[src/rtl/multicycle_ctrl_p_if.sv]
// multicycle_ctrl_p_if: opcode and data-memory handshake into the
// controller, datapath control and status out of it.
// Ports (slave = controller side, master = datapath side):
//   opcode, dmem_ready            datapath -> controller
//   pc_write .. reg_read_sel      controller -> datapath enables/selects
//   halted, trap, state_dbg       controller status
interface multicycle_ctrl_p_if #(
    parameter int OPW  = 6,
    parameter int ALUW = 4
);
    logic [OPW-1:0]  opcode;
    logic            dmem_ready;
    logic            pc_write;
    logic            pc_write_cond;
    logic            ir_write;
    logic            reg_write;
    logic            dmem_write;
    logic            dmem_read;
    logic [1:0]      pc_source;
    logic [1:0]      mem_to_reg;
    logic            alu_src_a;
    logic [1:0]      alu_src_b;
    logic [ALUW-1:0] alu_sel;
    logic            reg_read_sel;
    logic            halted;
    logic            trap;
    logic [4:0]      state_dbg;

    modport slave (
        input  opcode, dmem_ready,
        output pc_write, pc_write_cond, ir_write, reg_write,
               dmem_write, dmem_read, pc_source, mem_to_reg,
               alu_src_a, alu_src_b, alu_sel, reg_read_sel,
               halted, trap, state_dbg
    );

    modport master (
        output opcode, dmem_ready,
        input  pc_write, pc_write_cond, ir_write, reg_write,
               dmem_write, dmem_read, pc_source, mem_to_reg,
               alu_src_a, alu_src_b, alu_sel, reg_read_sel,
               halted, trap, state_dbg
    );
endinterface

[src/rtl/multicycle_ctrl_p.sv]
// multicycle_ctrl_p: Moore multicycle controller with memory wait/timeout,
// HALT and illegal-opcode trap. Ports: clk, reset_n, bus (slave modport).
module multicycle_ctrl_p #(
    parameter int OPW         = 6,
    parameter int ALUW        = 4,
    parameter bit MEM_WAIT_EN = 1'b1,
    parameter int MEM_TIMEOUT = 15
) (
    input  logic              clk,
    input  logic              reset_n,
    multicycle_ctrl_p_if.slave bus
);
    localparam int SW = OPW - 2;
    localparam logic [7:0] WAIT_LAST = 8'(MEM_TIMEOUT - 1);

    typedef enum logic [4:0] {
        S_RST    = 5'd0,  S_IF     = 5'd1,  S_ID     = 5'd2,
        S_EX_R   = 5'd3,  S_EX_IS  = 5'd4,  S_EX_IZ  = 5'd5,
        S_WB_ALU = 5'd6,  S_JMP    = 5'd7,  S_R1RD   = 5'd8,
        S_BR     = 5'd9,  S_WB_LI  = 5'd10, S_WB_LUI = 5'd11,
        S_MEM_RD = 5'd12, S_MEM_WR = 5'd13, S_WB_MEM = 5'd14,
        S_HALT   = 5'd15, S_TRAP   = 5'd16
    } state_t;

    typedef struct packed {
        logic            pc_write;
        logic            pc_write_cond;
        logic            ir_write;
        logic            reg_write;
        logic            dmem_write;
        logic            dmem_read;
        logic [1:0]      pc_source;
        logic [1:0]      mem_to_reg;
        logic            alu_src_a;
        logic [1:0]      alu_src_b;
        logic [ALUW-1:0] alu_sel;
        logic            reg_read_sel;
    } ctl_t;

    state_t       st, nxt;
    logic [7:0]   wcnt, wcnt_nxt;
    ctl_t         ctl;
    logic         halted_q, trap_q;
    logic [1:0]   cls;
    logic [SW-1:0] sub;

    assign cls = bus.opcode[OPW-1:OPW-2];
    assign sub = bus.opcode[SW-1:0];

    function automatic logic is_sub(input logic [SW-1:0] s, input int v);
        return s == SW'(v);
    endfunction

    function automatic logic [ALUW-1:0] zx(input logic [3:0] v);
        logic [31:0] w;
        w = {28'd0, v};
        return w[ALUW-1:0];
    endfunction

    // Control word for the state being entered; lo is the sub-op's low
    // nibble, which feeds alu_sel in the EX states.
    function automatic ctl_t decode(input state_t s, input logic [3:0] lo);
        ctl_t c;
        c = '0;
        case (s)
            S_RST: begin
                c.pc_write  = 1'b1;
                c.pc_source = 2'b11;
            end
            S_IF: begin
                c.ir_write  = 1'b1;
                c.pc_write  = 1'b1;
                c.alu_sel   = zx(4'd2);
                c.alu_src_b = 2'b01;
            end
            S_ID: begin
                c.alu_sel   = zx(4'd2);
                c.alu_src_b = 2'b10;
            end
            S_EX_R: begin
                c.alu_sel   = zx(lo);
                c.alu_src_a = 1'b1;
            end
            S_EX_IS: begin
                c.alu_sel   = zx(lo);
                c.alu_src_a = 1'b1;
                c.alu_src_b = 2'b10;
            end
            S_EX_IZ: begin
                c.alu_sel   = zx(lo);
                c.alu_src_a = 1'b1;
                c.alu_src_b = 2'b11;
            end
            S_WB_ALU: c.reg_write = 1'b1;
            S_JMP: begin
                c.pc_write  = 1'b1;
                c.pc_source = 2'b10;
            end
            S_R1RD: begin
                c.reg_read_sel = 1'b1;
                c.alu_sel      = zx(4'd2);
                c.alu_src_b    = 2'b10;
            end
            S_BR: begin
                c.pc_write_cond = 1'b1;
                c.pc_source     = 2'b01;
                c.alu_sel       = zx(4'd3);
                c.alu_src_a     = 1'b1;
                c.reg_read_sel  = 1'b1;
            end
            S_WB_LI: begin
                c.reg_write  = 1'b1;
                c.mem_to_reg = 2'b10;
            end
            S_WB_LUI: begin
                c.reg_write  = 1'b1;
                c.mem_to_reg = 2'b11;
            end
            S_MEM_RD: c.dmem_read = 1'b1;
            S_MEM_WR: c.dmem_write = 1'b1;
            S_WB_MEM: begin
                c.reg_write  = 1'b1;
                c.mem_to_reg = 2'b01;
            end
            default: c = '0;
        endcase
        return c;
    endfunction

    always_comb begin
        nxt      = S_IF;
        wcnt_nxt = 8'd0;
        case (st)
            S_IF: nxt = S_ID;
            S_ID: begin
                case (cls)
                    2'b01: nxt = S_EX_R;
                    2'b00: begin
                        if (sub == '0)
                            nxt = S_IF;
                        else if (&sub)
                            nxt = S_HALT;
                        else
                            nxt = S_JMP;
                    end
                    2'b10: nxt = S_R1RD;
                    default: begin
                        if (is_sub(sub, 2) || is_sub(sub, 3) || is_sub(sub, 7))
                            nxt = S_EX_IS;
                        else if (is_sub(sub, 4) || is_sub(sub, 5) || is_sub(sub, 6))
                            nxt = S_EX_IZ;
                        else if (is_sub(sub, 11))
                            nxt = S_MEM_RD;
                        else if (is_sub(sub, 9) || is_sub(sub, 10) || is_sub(sub, 12))
                            nxt = S_R1RD;
                        else
                            nxt = S_TRAP;
                    end
                endcase
            end
            S_EX_R, S_EX_IS, S_EX_IZ: nxt = S_WB_ALU;
            S_R1RD: begin
                if (cls == 2'b10)
                    nxt = S_BR;
                else if (cls == 2'b11 && is_sub(sub, 9))
                    nxt = S_WB_LI;
                else if (cls == 2'b11 && is_sub(sub, 10))
                    nxt = S_WB_LUI;
                else if (cls == 2'b11 && is_sub(sub, 12))
                    nxt = S_MEM_WR;
                else
                    nxt = S_IF;
            end
            S_MEM_RD, S_MEM_WR: begin
                // ready is checked before the timeout so it wins a tie
                if (!MEM_WAIT_EN || bus.dmem_ready)
                    nxt = (st == S_MEM_RD) ? S_WB_MEM : S_IF;
                else if (wcnt == WAIT_LAST)
                    nxt = S_TRAP;
                else begin
                    nxt      = st;
                    wcnt_nxt = wcnt + 8'd1;
                end
            end
            S_HALT: nxt = S_HALT;
            S_TRAP: nxt = S_TRAP;
            default: nxt = S_IF;
        endcase
    end

    always_ff @(posedge clk or negedge reset_n) begin
        if (!reset_n) begin
            st       <= S_RST;
            wcnt     <= 8'd0;
            ctl      <= decode(S_RST, 4'd0);
            halted_q <= 1'b0;
            trap_q   <= 1'b0;
        end else begin
            st       <= nxt;
            wcnt     <= wcnt_nxt;
            ctl      <= decode(nxt, bus.opcode[3:0]);
            halted_q <= halted_q | (nxt == S_HALT);
            trap_q   <= trap_q | (nxt == S_TRAP);
        end
    end

    assign bus.pc_write      = ctl.pc_write;
    assign bus.pc_write_cond = ctl.pc_write_cond;
    assign bus.ir_write      = ctl.ir_write;
    assign bus.reg_write     = ctl.reg_write;
    assign bus.dmem_write    = ctl.dmem_write;
    assign bus.dmem_read     = ctl.dmem_read;
    assign bus.pc_source     = ctl.pc_source;
    assign bus.mem_to_reg    = ctl.mem_to_reg;
    assign bus.alu_src_a     = ctl.alu_src_a;
    assign bus.alu_src_b     = ctl.alu_src_b;
    assign bus.alu_sel       = ctl.alu_sel;
    assign bus.reg_read_sel  = ctl.reg_read_sel;
    assign bus.halted        = halted_q;
    assign bus.trap          = trap_q;
    assign bus.state_dbg     = st;
endmodule

[src/flat_wrapper.sv]
// flat-port wrapper written by rule: the top's interface ports become plain ports
module multicycle_ctrl_p_flat 
#(
    parameter int OPW         = 6,
    parameter int ALUW        = 4,
    parameter bit MEM_WAIT_EN = 1'b1,
    parameter int MEM_TIMEOUT = 15
)
  (clk, reset_n, bus_opcode, bus_dmem_ready, bus_pc_write, bus_pc_write_cond, bus_ir_write, bus_reg_write, bus_dmem_write, bus_dmem_read, bus_pc_source, bus_mem_to_reg, bus_alu_src_a, bus_alu_src_b, bus_alu_sel, bus_reg_read_sel, bus_halted, bus_trap, bus_state_dbg);
  multicycle_ctrl_p_if #(.OPW(OPW), .ALUW(ALUW)) bus_i ();
  input  logic clk;
  input  logic reset_n;
  input wire logic [$bits(bus_i.opcode)-1:0] bus_opcode;
  input wire logic [$bits(bus_i.dmem_ready)-1:0] bus_dmem_ready;
  output wire logic [$bits(bus_i.pc_write)-1:0] bus_pc_write;
  output wire logic [$bits(bus_i.pc_write_cond)-1:0] bus_pc_write_cond;
  output wire logic [$bits(bus_i.ir_write)-1:0] bus_ir_write;
  output wire logic [$bits(bus_i.reg_write)-1:0] bus_reg_write;
  output wire logic [$bits(bus_i.dmem_write)-1:0] bus_dmem_write;
  output wire logic [$bits(bus_i.dmem_read)-1:0] bus_dmem_read;
  output wire logic [$bits(bus_i.pc_source)-1:0] bus_pc_source;
  output wire logic [$bits(bus_i.mem_to_reg)-1:0] bus_mem_to_reg;
  output wire logic [$bits(bus_i.alu_src_a)-1:0] bus_alu_src_a;
  output wire logic [$bits(bus_i.alu_src_b)-1:0] bus_alu_src_b;
  output wire logic [$bits(bus_i.alu_sel)-1:0] bus_alu_sel;
  output wire logic [$bits(bus_i.reg_read_sel)-1:0] bus_reg_read_sel;
  output wire logic [$bits(bus_i.halted)-1:0] bus_halted;
  output wire logic [$bits(bus_i.trap)-1:0] bus_trap;
  output wire logic [$bits(bus_i.state_dbg)-1:0] bus_state_dbg;
  assign bus_i.opcode = bus_opcode;
  assign bus_i.dmem_ready = bus_dmem_ready;
  assign bus_pc_write = bus_i.pc_write;
  assign bus_pc_write_cond = bus_i.pc_write_cond;
  assign bus_ir_write = bus_i.ir_write;
  assign bus_reg_write = bus_i.reg_write;
  assign bus_dmem_write = bus_i.dmem_write;
  assign bus_dmem_read = bus_i.dmem_read;
  assign bus_pc_source = bus_i.pc_source;
  assign bus_mem_to_reg = bus_i.mem_to_reg;
  assign bus_alu_src_a = bus_i.alu_src_a;
  assign bus_alu_src_b = bus_i.alu_src_b;
  assign bus_alu_sel = bus_i.alu_sel;
  assign bus_reg_read_sel = bus_i.reg_read_sel;
  assign bus_halted = bus_i.halted;
  assign bus_trap = bus_i.trap;
  assign bus_state_dbg = bus_i.state_dbg;
  multicycle_ctrl_p #(.OPW(OPW), .ALUW(ALUW), .MEM_WAIT_EN(MEM_WAIT_EN), .MEM_TIMEOUT(MEM_TIMEOUT)) u_core (.clk(clk), .reset_n(reset_n), .bus(bus_i));
endmodule
[config.mk]
export PLATFORM = sky130hd
export DESIGN_NAME = multicycle_ctrl_p_flat
export DESIGN_NICKNAME = d
export VERILOG_FILES = /design/src/rtl/multicycle_ctrl_p_if.sv /design/src/rtl/multicycle_ctrl_p.sv /design/src/flat_wrapper.sv
export SDC_FILE = /design/constraint.sdc
export NUM_CORES = 1
export LEC_CHECK = 0
export ABC_AREA = 1
export CORE_ASPECT_RATIO = 1.4
export CORE_MARGIN = 2
export CORE_UTILIZATION = 50
export DETAILED_ROUTE_END_ITERATION = 12
export PLACE_DENSITY = 0.81
export SETUP_SLACK_MARGIN = 0.4
export SYNTH_ARGS = -nofsm -noshare
export SYNTH_HDL_FRONTEND = slang
export SYNTH_SLANG_ARGS = --single-unit
[constraint.sdc]
create_clock -name clk -period 2.1 [get_ports clk]
set_input_delay 0.42 -clock clk [delete_from_list [all_inputs] [get_ports clk]]
set_output_delay 0.42 -clock clk [all_outputs]
set_load 0.005 [all_outputs]
==> out/metrics.yaml <==
path_cells: "inv_1 -> ha_2 -> nand3_4 -> o21ai_2 -> nand2_2 -> nand2_4 -> nand3_4 -> nand2_2 -> inv_2 -> nand2_4 -> nand2_4 -> nor2_2 -> nand2_1"
endpoint_kind: "flop"
holdPathStages: 3
finalHoldViolations: 0
routed_via_density: 5.269
clk_pin_slew_ns: 0.07
highest_layer: "met4"
grt_usage_pct: 23.33
chipHeight_um: 75.32
worstPathBufferInverterCount: 2
cp.required_ns: 2.29
overflow: 0
dp_hpwl_um: 2951
synth_area_um2: 1817
ys_seq_area_share_pct: 45.66
synth_cell_types: 27
synth_edf_count: 0
power.density_nw_per_um2: 1409
drc: 0
cts_root_buf: "clkbuf_8"
grt_pass1_vias: 1672
via_count: 1860
slowest_delay_ns: 0.39
synth_fp_nets: 244
finClkSkew_ns: 0.005551
area_growth_pct: 53.17
drive_gt1_share_pct: 42.17
seqCellArea_um2: 835.8
drv_slew: 0
cts_inserted_buffers: 5
post-route-util_pct: 80.87
multi_input_area_um2: 1052
met2RoutedLength_um: 2785
hold_path_class: "in2reg"
cts-htree-levels: 2
antenna_found_initial: 0
maxCapViolations: 0
rows: 25
rr_startpoint: "u_core.wcnt[0]$_DFF_PN0_"
finalCriticalPeriod_ns: 1.869
cts_tree: "built"
post_drt_wl_per_cell_um: 14.93
p_int_w: 0.002189
max-clock-path-buffers: 2
tightest_slew_ns: 0.6557
hold-worst-slack_ns: 0.3931
finalCritPeriodShare_pct: 89.01
die_area_um2: 4138
critPathLaunchType: "flop"
rsz0062_at_grt: "yes"
worst-r2r-cell-count: 13
crit_fanout: 4
ys_ff_latch: 33
pwr-share-seq_pct: 24.0
synth_area_leaders: "dfrtp_1, nand2_1, inv_1"
wl_met1_um: 2143
insertion_delay_ns: 0.30
ff2ff_setup_slack_ns: 0.23
core-area_um2: 3441
power.net_switching_w: 0.001731
pin_count: 34
path_class: "reg2reg"
status: "completed"
synth.avg_cell_area_um2: 7.797
cts_num_sinks: 33
ir_worst_vdd_mv: 1.036
leakage_nw: 1.530
antenna_cells: 0
ant_nets: 0
synth_ff_type: "dfrtp_1"
grt_pass1_wl_um: 7058
fillerInstances: 198
crit_slowest_cell: "dfrtp_1"
nNetsFinal: 323
route.met3.wl_um: 196
hp-start: "bus_opcode[2]"
post_dp_cell_area_um2: 2332
grt_max_degree: 34
routed_wl_um: 5270
crit_path_frequent_cell: "nand2_4"
initial_core_util_pct: 52.80
max_freq_mhz: 535.0
sw_frac_of_total_pct: 44.15
drtPass1Iterations: 6
async_flop_share_pct: 100.0
cp_top_family: "simple AND/OR/NAND/NOR gates"
die_x_um: 54.95
setup_violations: 0
largest_reg_flops: 8
hold_end: "u_core.bus.alu_sel[2]$_DFF_PN0_"
globalplace.congestion: 0.8366
final_cell_area_um2: 2783
worstPathArrival_ns: 2.06
maxSlewHeadroom_pct: 56.10
synth_warnings: 0
rr_endpoint: "u_core.bus.alu_sel[1]$_DFF_PN0_"
yosysTopAreaCellShare_pct: 41.32
dr.first_iter.drc_count: 77
syn_inst: 233
hold_buffers: 0
port_buffers: 33
combinationalPowerShare_pct: 63.6
regMostFlops: "u_core.wcnt"
clock_power_share_pct: 12.4
synth_top_cell_by_area: "dfrtp_1"
==> power groups by stage <==
stage / logic (W) / registers, W / clock network, W
6_report: 0.00249 / 0.000942 / 0.000486
5_1_grt: 0.00267 / 0.000959 / 0.000511
4_1_cts: 0.00188 / 0.000928 / 0.000478
3_5_place_dp: 0.00170 / 0.000916 / 0
3_3_place_gp: 0.00167 / 0.000919 / 0
2_1_floorplan: 0.000941 / 0.000916 / 0
==> layer usage <==
metal | vias up | global-route usage (%)
met1 | 907 | 28.10
met4 | 0 | 8.672
met2 | 62 | 40.34
met3 | 12 | 4.706
li1 | 879 | -
met5 | - | 0
==> cells in the mapped netlist (3+ instances only) <==
cell type / n
nor2_2: 12
nand4_1: 4
inv_1: 30
dfrtp_1: 30
nand3_2: 4
a21oi_1: 6
nor3_1: 4
nand2_2: 11
nand2_1: 59
dfstp_2: 3
nand3_1: 14
inv_2: 7
nor2_1: 28
o21ai_0: 3
==> worst register-to-register path: cells and delay by family, from the launching register on <==
family                   cells  cell delay, ns
AND/OR/NAND/NOR              9            0.85
flip-flops                   1            0.39
AO/OA/AOI/OAI                1            0.20
adder cells (fa/ha/maj)      1            0.19
buffers and inverters        2            0.13
==> layout by cell type (no fill, tap or decap), types with 3 or more instances in the layout <==
cell,n
nand3_1,11
dlygate4sd2_1,6
dfrtp_1,25
buf_6,3
dfrtp_2,5
nor3_1,3
nand3_2,5
clkbuf_8,5
nand2_1,44
dfstp_2,3
inv_1,26
buf_4,36
nand2_2,17
nand2_4,10
inv_2,10
clkdlybuf4s50_1,21
clkbuf_2,3
nand3_4,4
nand4_1,4
nor2_4,11
nor2_2,8
a21oi_1,3
nor2_1,23
==> through the flow <==
stage | setup slack [ns] | std cells | setup TNS [ns] | power [W]
after global routing | 0.1526 | 353 | 0 | 0.004141
after global placement | -0.1131 | 324 | -0.7302 | 0.002589
after CTS | 0.3738 | 340 | 0 | 0.003291
final | 0.2307 | 353 | 0 | 0.003920
after detailed placement | -0.1442 | 324 | -1.120 | 0.002611
after floorplan | 0.4843 | 233 | 0 | 0.001857
==> layout make-up <==
cell class | instances | share of cell area (%)
sequential | 33 | 30.04
clock buffer | 5 | 2.473
tap | 40 | 1.799
inverter | 37 | 5.081
clock inverter | 3 | 0.6295
multi-input combinational | 163 | 37.81
timing repair buffer | 72 | 22.17
==> cell families after synthesis <==
| group | count (synthesis) | share of synthesized area [%] |
|---|---|---|
| simple gates | 146 | 40.08 |
| buf+inv | 37 | 7.645 |
| flops | 33 | 45.66 |
| compound gates | 13 | 4.270 |
| xor+xnor | 2 | 0.9644 |
| fa+ha+maj | 2 | 1.377 |
==> repair_timing <==
item	in CTS	in global routing
setup buffers	8	13
endpoints found under the setup margin	26	22
pin swaps	13	25
resized for setup	28	57
endpoints found under the hold margin	0	0
==> how the worst max path moves through the flow <==
| stage | start | to | slack, ns | cells after the start |
|---|---|---|---|---|
| after floorplan | u_core.wcnt[0]$_DFF_PN0_ | u_core.bus.alu_sel[0]$_DFF_PN0_ | 0.48 | 11 |
| after global placement | bus_opcode[1] | u_core.bus.alu_sel[1]$_DFF_PN0_ | -0.11 | 14 |
| after detailed placement | bus_opcode[1] | u_core.bus.alu_sel[0]$_DFF_PN0_ | -0.14 | 13 |
| after CTS | u_core.bus.state_dbg[1]$_DFF_PN0_ | bus_state_dbg[1] | 0.37 | 1 |
| after global routing | u_core.wcnt[0]$_DFF_PN0_ | u_core.bus.alu_sel[1]$_DFF_PN0_ | 0.15 | 13 |
| final | u_core.wcnt[0]$_DFF_PN0_ | u_core.bus.alu_sel[1]$_DFF_PN0_ | 0.23 | 13 |
Power figures use the tool's default switching activity.
==> RTL edit 1, RTL diff (config.mk and constraints unchanged) <==
`OPW` is set to 6 in 3 places; all go to 7.
--- a/src/rtl/multicycle_ctrl_p_if.sv
+++ b/src/rtl/multicycle_ctrl_p_if.sv
@@ -5,7 +5,7 @@
 //   pc_write .. reg_read_sel      controller -> datapath enables/selects
 //   halted, trap, state_dbg       controller status
 interface multicycle_ctrl_p_if #(
-    parameter int OPW  = 6,
+    parameter int OPW  = 7,
     parameter int ALUW = 4
 );
     logic [OPW-1:0]  opcode;
--- a/src/rtl/multicycle_ctrl_p.sv
+++ b/src/rtl/multicycle_ctrl_p.sv
@@ -1,7 +1,7 @@
 // multicycle_ctrl_p: Moore multicycle controller with memory wait/timeout,
 // HALT and illegal-opcode trap. Ports: clk, reset_n, bus (slave modport).
 module multicycle_ctrl_p #(
-    parameter int OPW         = 6,
+    parameter int OPW         = 7,
     parameter int ALUW        = 4,
     parameter bit MEM_WAIT_EN = 1'b1,
     parameter int MEM_TIMEOUT = 15
--- a/src/flat_wrapper.sv
+++ b/src/flat_wrapper.sv
@@ -1,7 +1,7 @@
 // flat-port wrapper written by rule: the top's interface ports become plain ports
 module multicycle_ctrl_p_flat 
 #(
-    parameter int OPW         = 6,
+    parameter int OPW         = 7,
     parameter int ALUW        = 4,
     parameter bit MEM_WAIT_EN = 1'b1,
     parameter int MEM_TIMEOUT = 15
Ports: changed (resized bus_opcode); port bits go from 34 to 35. No check against the original RTL was run, so the function may have changed too.
==> RTL edit 1 against the unedited design <==
  * Global-route usage up 1.6 points
  * Setup slack worse by 28 ps
  * Cell area down 6.6%
  * Synthesized cell count down 3.4%
  * Via count down 5.2%
  * Non-clock buffer count down 7
  * Final cell count down 4.5%
  * Wire length down 8.8%
  * Synthesized area down 4.7%
  * Hold slack better by 58 ps
  * Sequential cell count unchanged
Power is not compared: it rests on default switching activity, and its combinational part moved more than twofold at a synthesized area within 25%.
==> RTL edit 1: results (changes against the unedited design) <==
{| class="wikitable"
! Metric !! Value
|-
| Pin slew with the least headroom to its limit || 419 ps (-237 ps)
|-
| Weighted congestion reported at the end of routability-driven placement || 0.879 (+5.0%)
|-
| Max Fanout on Critical Path || 7 (+3)
|-
| Slowest stage delay, CP || 470 ps (+80 ps)
|-
| Number of instances in the synthesized netlist || 225 (-3.4%)
|-
| Number of iterations in the first detailed-routing pass || 4 (-2)
|-
| Total via count in the routed design || 1764 (-5.2%)
|-
| Share of the yosys chip area belonging to registers || 47.9% (+2.2 points)
|-
| Reg2reg end || u_core.bus.trap$_DFF_PN0_
|-
| Detailed placer's ending HPWL || 2970 um (+0.75%)
|-
| Via count of the first global-routing pass || 1676 (+0.24%)
|-
| Cells taking the most area after synthesis || dfrtp_1 43%, nand2_1 11%, nor2_1 8.2%
|-
| Reg-to-reg startpoint || u_core.bus.state_dbg[2]$_DFF_PN0_
|-
| Net count of the finished layout || 308 (-4.6%)
|-
| Number of nets in the synthesized netlist || 237 (-2.9%)
|-
| Most frequent cells after synthesis || 51 x nand2_1, 38 x nor2_1, 30 x dfrtp_1
|-
| Worst-case register-to-register setup slack || 200 ps (-30 ps)
|-
| Average wire per standard cell || 14.3 um (-4.5%)
|-
| Share of cells above drive strength 1 || 32.0% (-10 points)
|-
| Clock Skews || 9.00 ps (+3.44 ps)
|-
| Worst Reg2Reg Path Length in Cells || 11 (-2)
|-
| Routed wire length on met2 || 2610 um (-6.4%)
|-
| Filler cell count || 210 (+6.1%)
|-
| Result of the run || finished clean
|-
| Area after DPL || 2220 sq um (-4.7%)
|-
| Combined global-route utilization of all metal layers || 24.9% (+1.6 points)
|}
[RTL edit 1: logic make-up (layout without fill, tap and decap cells)]
group	count (synthesis)	count (layout)	synth area share [%]
simple gates	133	133	35.3
flops	33	33	47.9
buf+inv	36	108	7.88
fa+ha+maj	2	2	1.44
compound gates	18	18	6.00
xor+xnor	3	3	1.52
[RTL edit 1: area by class of cell]
type	instances	share of cell area, %
clock buffer	7	3.32
clock inverter	1	1.15
inverter	35	5.05
multi-input combinational	156	34.2
sequential	33	32.1
tap	40	1.92
timing repair buffer	65	22.2
[RTL edit 1: power groups by stage]
stage                     Sequential [mW]  Clock, mW  Combinational, mW
after floorplan                     0.648          0             0.0262
after global placement              0.648          0             0.0812
after detailed placement            0.648          0             0.0825
after CTS                           0.636      0.622             0.0833
after global routing                0.635      0.649             0.0940
final                               0.636      0.621             0.0842
[RTL edit 1: worst max path at each step]
stage                                                 start                              end  slack [ps]  cells past startpoint
final                     u_core.bus.state_dbg[2]$_DFF_PN0_        u_core.bus.trap$_DFF_PN0_         200                     11
after global routing               u_core.wcnt[0]$_DFF_PN0_  u_core.bus.alu_sel[1]$_DFF_PN0_          90                     13
after CTS                 u_core.bus.state_dbg[2]$_DFF_PN0_  u_core.bus.alu_sel[1]$_DFF_PN0_         340                     12
after detailed placement                      bus_opcode[3]  u_core.bus.alu_sel[1]$_DFF_PN0_        -240                     12
after global placement                        bus_opcode[3]  u_core.bus.alu_sel[1]$_DFF_PN0_        -170                     12
after floorplan                    u_core.wcnt[0]$_DFF_PN0_  u_core.bus.alu_sel[1]$_DFF_PN0_         470                     12
[RTL edit 1: per-layer routing]
layer  track usage [%]  up-vias
met5                 0        -
met4              14.0        0
met3              4.67       12
met2              44.0       58
met1              26.6      840
li1                  -      854
[RTL edit 1: per-stage QoR]
| step | hold slack, ps | setup WS (ps) |
|---|---|---|
| after floorplan | 124 | 468 |
| after global placement | 448 | -171 |
| after detailed placement | 483 | -238 |
| after CTS | 498 | 341 |
| after global routing | 475 | 89.0 |
| final | 451 | 203 |
[RTL edit 1: repair_timing]
action,CTS,global route
endpoints found under the setup margin,26,22
pin swaps,18,14
resized for setup,42,24
buffers inserted,10,7
[RTL edit 1: worst register-to-register path: cells and delay by family (launching register included)]
kind	cells	cell delay [ps]
AO/OA/AOI/OAI	1	90
AND/OR/NAND/NOR	8	1120
flip-flops	1	470
buffers and inverters	2	90
==> RTL edit 2, RTL diff (config.mk and constraints unchanged) <==
Made on the original files. Reset style: synchronous (`reset_n`), changed in one clocked block.
--- a/src/rtl/multicycle_ctrl_p.sv
+++ b/src/rtl/multicycle_ctrl_p.sv
@@ -188,7 +188,7 @@
         endcase
     end
 
-    always_ff @(posedge clk or negedge reset_n) begin
+    always_ff @(posedge clk) begin
         if (!reset_n) begin
             st       <= S_RST;
             wcnt     <= 8'd0;
Formal check against the unedited RTL: differs if reset_n is asserted again (counterexample within 4 cycles, from zero or initial values and one cycle with reset_n low); with reset_n held inactive, the same outputs for 10 cycles.
==> RTL edit 2 against the unedited design <==
  * Cell area shrank 11%
  * Combinational power fell by 33%
  * Wire length shrank 12%
  * Sequential cell count did not move
  * Count of clock-buffer cells in the layout unchanged
  * Total power decreased by 24%
  * Clock power fell by 3%
  * Setup slack improved by 180 ps
  * Utilization fell by 2.4 points
  * Synthesized area shrank 8.1%
==> RTL edit 2: results (changes against the unedited design) <==
{| class="wikitable"
! Metric !! Value
|-
| Placed cells || 325 (+0.31%)
|-
| Number of buffers between clock root and the deepest sink || 2 (unchanged)
|-
| Slowest cell on the critical path || dlygate4sd2_1
|-
| Result of the run || finished clean
|-
| Area after DPL || 2140 sq um (-8.4%)
|-
| Net count of the finished layout || 315 (-2.5%)
|-
| Largest register FFs || 8 (unchanged)
|-
| Number of instances in the synthesized netlist || 242 (+3.9%)
|-
| Number of diodes || 0 (unchanged)
|-
| Internal cell power || 1.72 mW (-21%)
|-
| Hold/Removal Path Class || in2reg
|-
| Number of synthesis warnings || 0 (unchanged)
|-
| Die Span X || 52.8 um (-3.8%)
|-
| Total via count in the routed design || 1764 (-5.2%)
|-
| Via count of the first global-routing pass || 1611 (-3.6%)
|-
| Combined global-route utilization of all metal layers || 23.3% (-0.028 points)
|-
| Weighted congestion reported at the end of routability-driven placement || 0.927 (+11%)
|-
| Crit path arrival time || 1930 ps (-130 ps)
|-
| Number of nets in the synthesized netlist || 253 (+3.7%)
|-
| Cells taking the most area after synthesis || dfxtp_1 40%, nand2_1 13%, nor2_1 9.0%
|-
| Worst slack at placement || -180 ps (-35.5 ps)
|-
| Root cell of the clock tree || clkbuf_8
|-
| Static Leakage || 1.14 nW (-26%)
|-
| Worst ir drop on vdd || 1.10 mV (+6.2%)
|-
| Share of cells above drive strength 1 || 33.8% (-8.4 points)
|-
| Average wire per standard cell || 13.5 um (-9.5%)
|-
| Max Fanout on Critical Path || 5 (+1)
|-
| Number of distinct library cells after synthesis || 29 (+7.4%)
|-
| Number of iterations in the first detailed-routing pass || 4 (-2)
|-
| DR iter-0 viols || 60 (-22%)
|-
| Number of levels the H-tree was split into || 2 (unchanged)
|-
| Post-CTS clock slew at the launch and capture registers of the worst setup and hold paths || 70 ps (about the same)
|-
| Detailed placer's ending HPWL || 2880 um (-2.3%)
|-
| Clock Skews || 5.28 ps (-0.267 ps)
|-
| Pin count of the biggest net entering global routing || 12 (-65%)
|-
| Antenna violations before repair || 0 (unchanged)
|-
| Register with the most flip-flops || u_core.wcnt
|-
| Slowest stage delay, CP || 260 ps (-130 ps)
|-
| First-pass GRT wire length || 6640 um (-6.0%)
|-
| Skew-Pair Late Insertion Delay || 290 ps
|-
| Worst slew margin relative to its limit || 82.2% (+26 points)
|-
| TritonCTS Buffers || 5 (unchanged)
|-
| Proportion of synthesized flip-flops having asynchronous set or reset || 0% (-100 points)
|-
| Share of the yosys chip area belonging to registers || 39.6% (-6.1 points)
|-
| Non-filler instance count after layout || 344 (-2.5%)
|-
| Most frequent cells after synthesis || 60 x nand2_1, 40 x nor2_1, 33 x dfxtp_1
|-
| Port Buf Inserts || 33 (unchanged)
|}
[RTL edit 2: changes by cell type after synthesis, sizes merged, moves of 2 or more]
cell	unedited run	this run
dfxtp	0	33
dfrtp	30	0
nor2	42	51
nand2	71	65
nand3	20	24
dfstp	3	0
a21oi	6	8
and3	2	0
buf	0	2
[RTL edit 2: cells by family after synthesis]
family | after synthesis | share of synthesized area, %
AO/OA/AOI/OAI | 15 | 5.25
XOR/XNOR | 3 | 1.57
adder cells (fa/ha/maj) | 2 | 1.50
AND/OR/NAND/NOR | 150 | 43.3
flip-flops | 33 | 39.6
buffers and inverters | 39 | 8.84
[RTL edit 2: critical path, delay by kind of cell]
family | cells | cell delay (ps)
buf+inv | 3 | 530
simple gates | 6 | 670
compound gates | 2 | 310
[RTL edit 2: final cells by class]
cell class | count | area [sq um]
clock buffers | 5 | 68.8
clock inverters | 3 | 17.5
fillers | 215 | 679
inverters | 37 | 144
multi-input cells | 170 | 1020
flip-flops and latches | 33 | 681
well taps | 39 | 48.8
repair buffers | 57 | 490
[RTL edit 2: worst paths after layout]
kind | from | end | slack (ps) | cells past startpoint
max | bus_opcode[4] | u_core.bus.alu_sel[0]$_SDFF_PN0_ | 410 | 11
min reg2reg | u_core.bus.trap$_SDFF_PN0_ | u_core.bus.trap$_SDFF_PN0_ | 470 | 2
min | bus_opcode[0] | u_core.bus.alu_sel[0]$_SDFF_PN0_ | 440 | 3
max reg2reg | u_core.bus.state_dbg[0]$_SDFF_PN0_ | u_core.bus.alu_sel[0]$_SDFF_PN0_ | 410 | 12
[RTL edit 2: power groups by stage]
stage	combinational [mW]	sequential (mW)	clock, mW
2_1_floorplan	0.761	0.849	0
3_3_place_gp	1.27	0.846	0
3_5_place_dp	1.29	0.849	0
4_1_cts	1.35	0.850	0.470
5_1_grt	1.79	0.885	0.499
6_report	1.66	0.869	0.470
[RTL edit 2: through the flow]
stage               power [mW]  util (%)
global route              3.18      78.5
floorplan                 1.61         -
global placement          2.12      67.8
CTS                       2.67      72.4
detailed placement        2.14      67.8
finish                    2.99      78.5
[RTL edit 2: repair_timing]
action,CTS,global route
resized for setup,23,48
setup buffers,4,7
pin swaps,11,15
setup endpoints to repair,26,22
hold buffers,0,0
cloned,0,0
[RTL edit 2: routing by layer]
layer  GRT usage (%)  part of all wire (%)  vias up
met1            24.8                    37      803
met3            5.56                   4.6       15
met4            13.1                   3.9        0
met5               0                     0        -
met2            40.8                    54       68
li1                -                     -      878
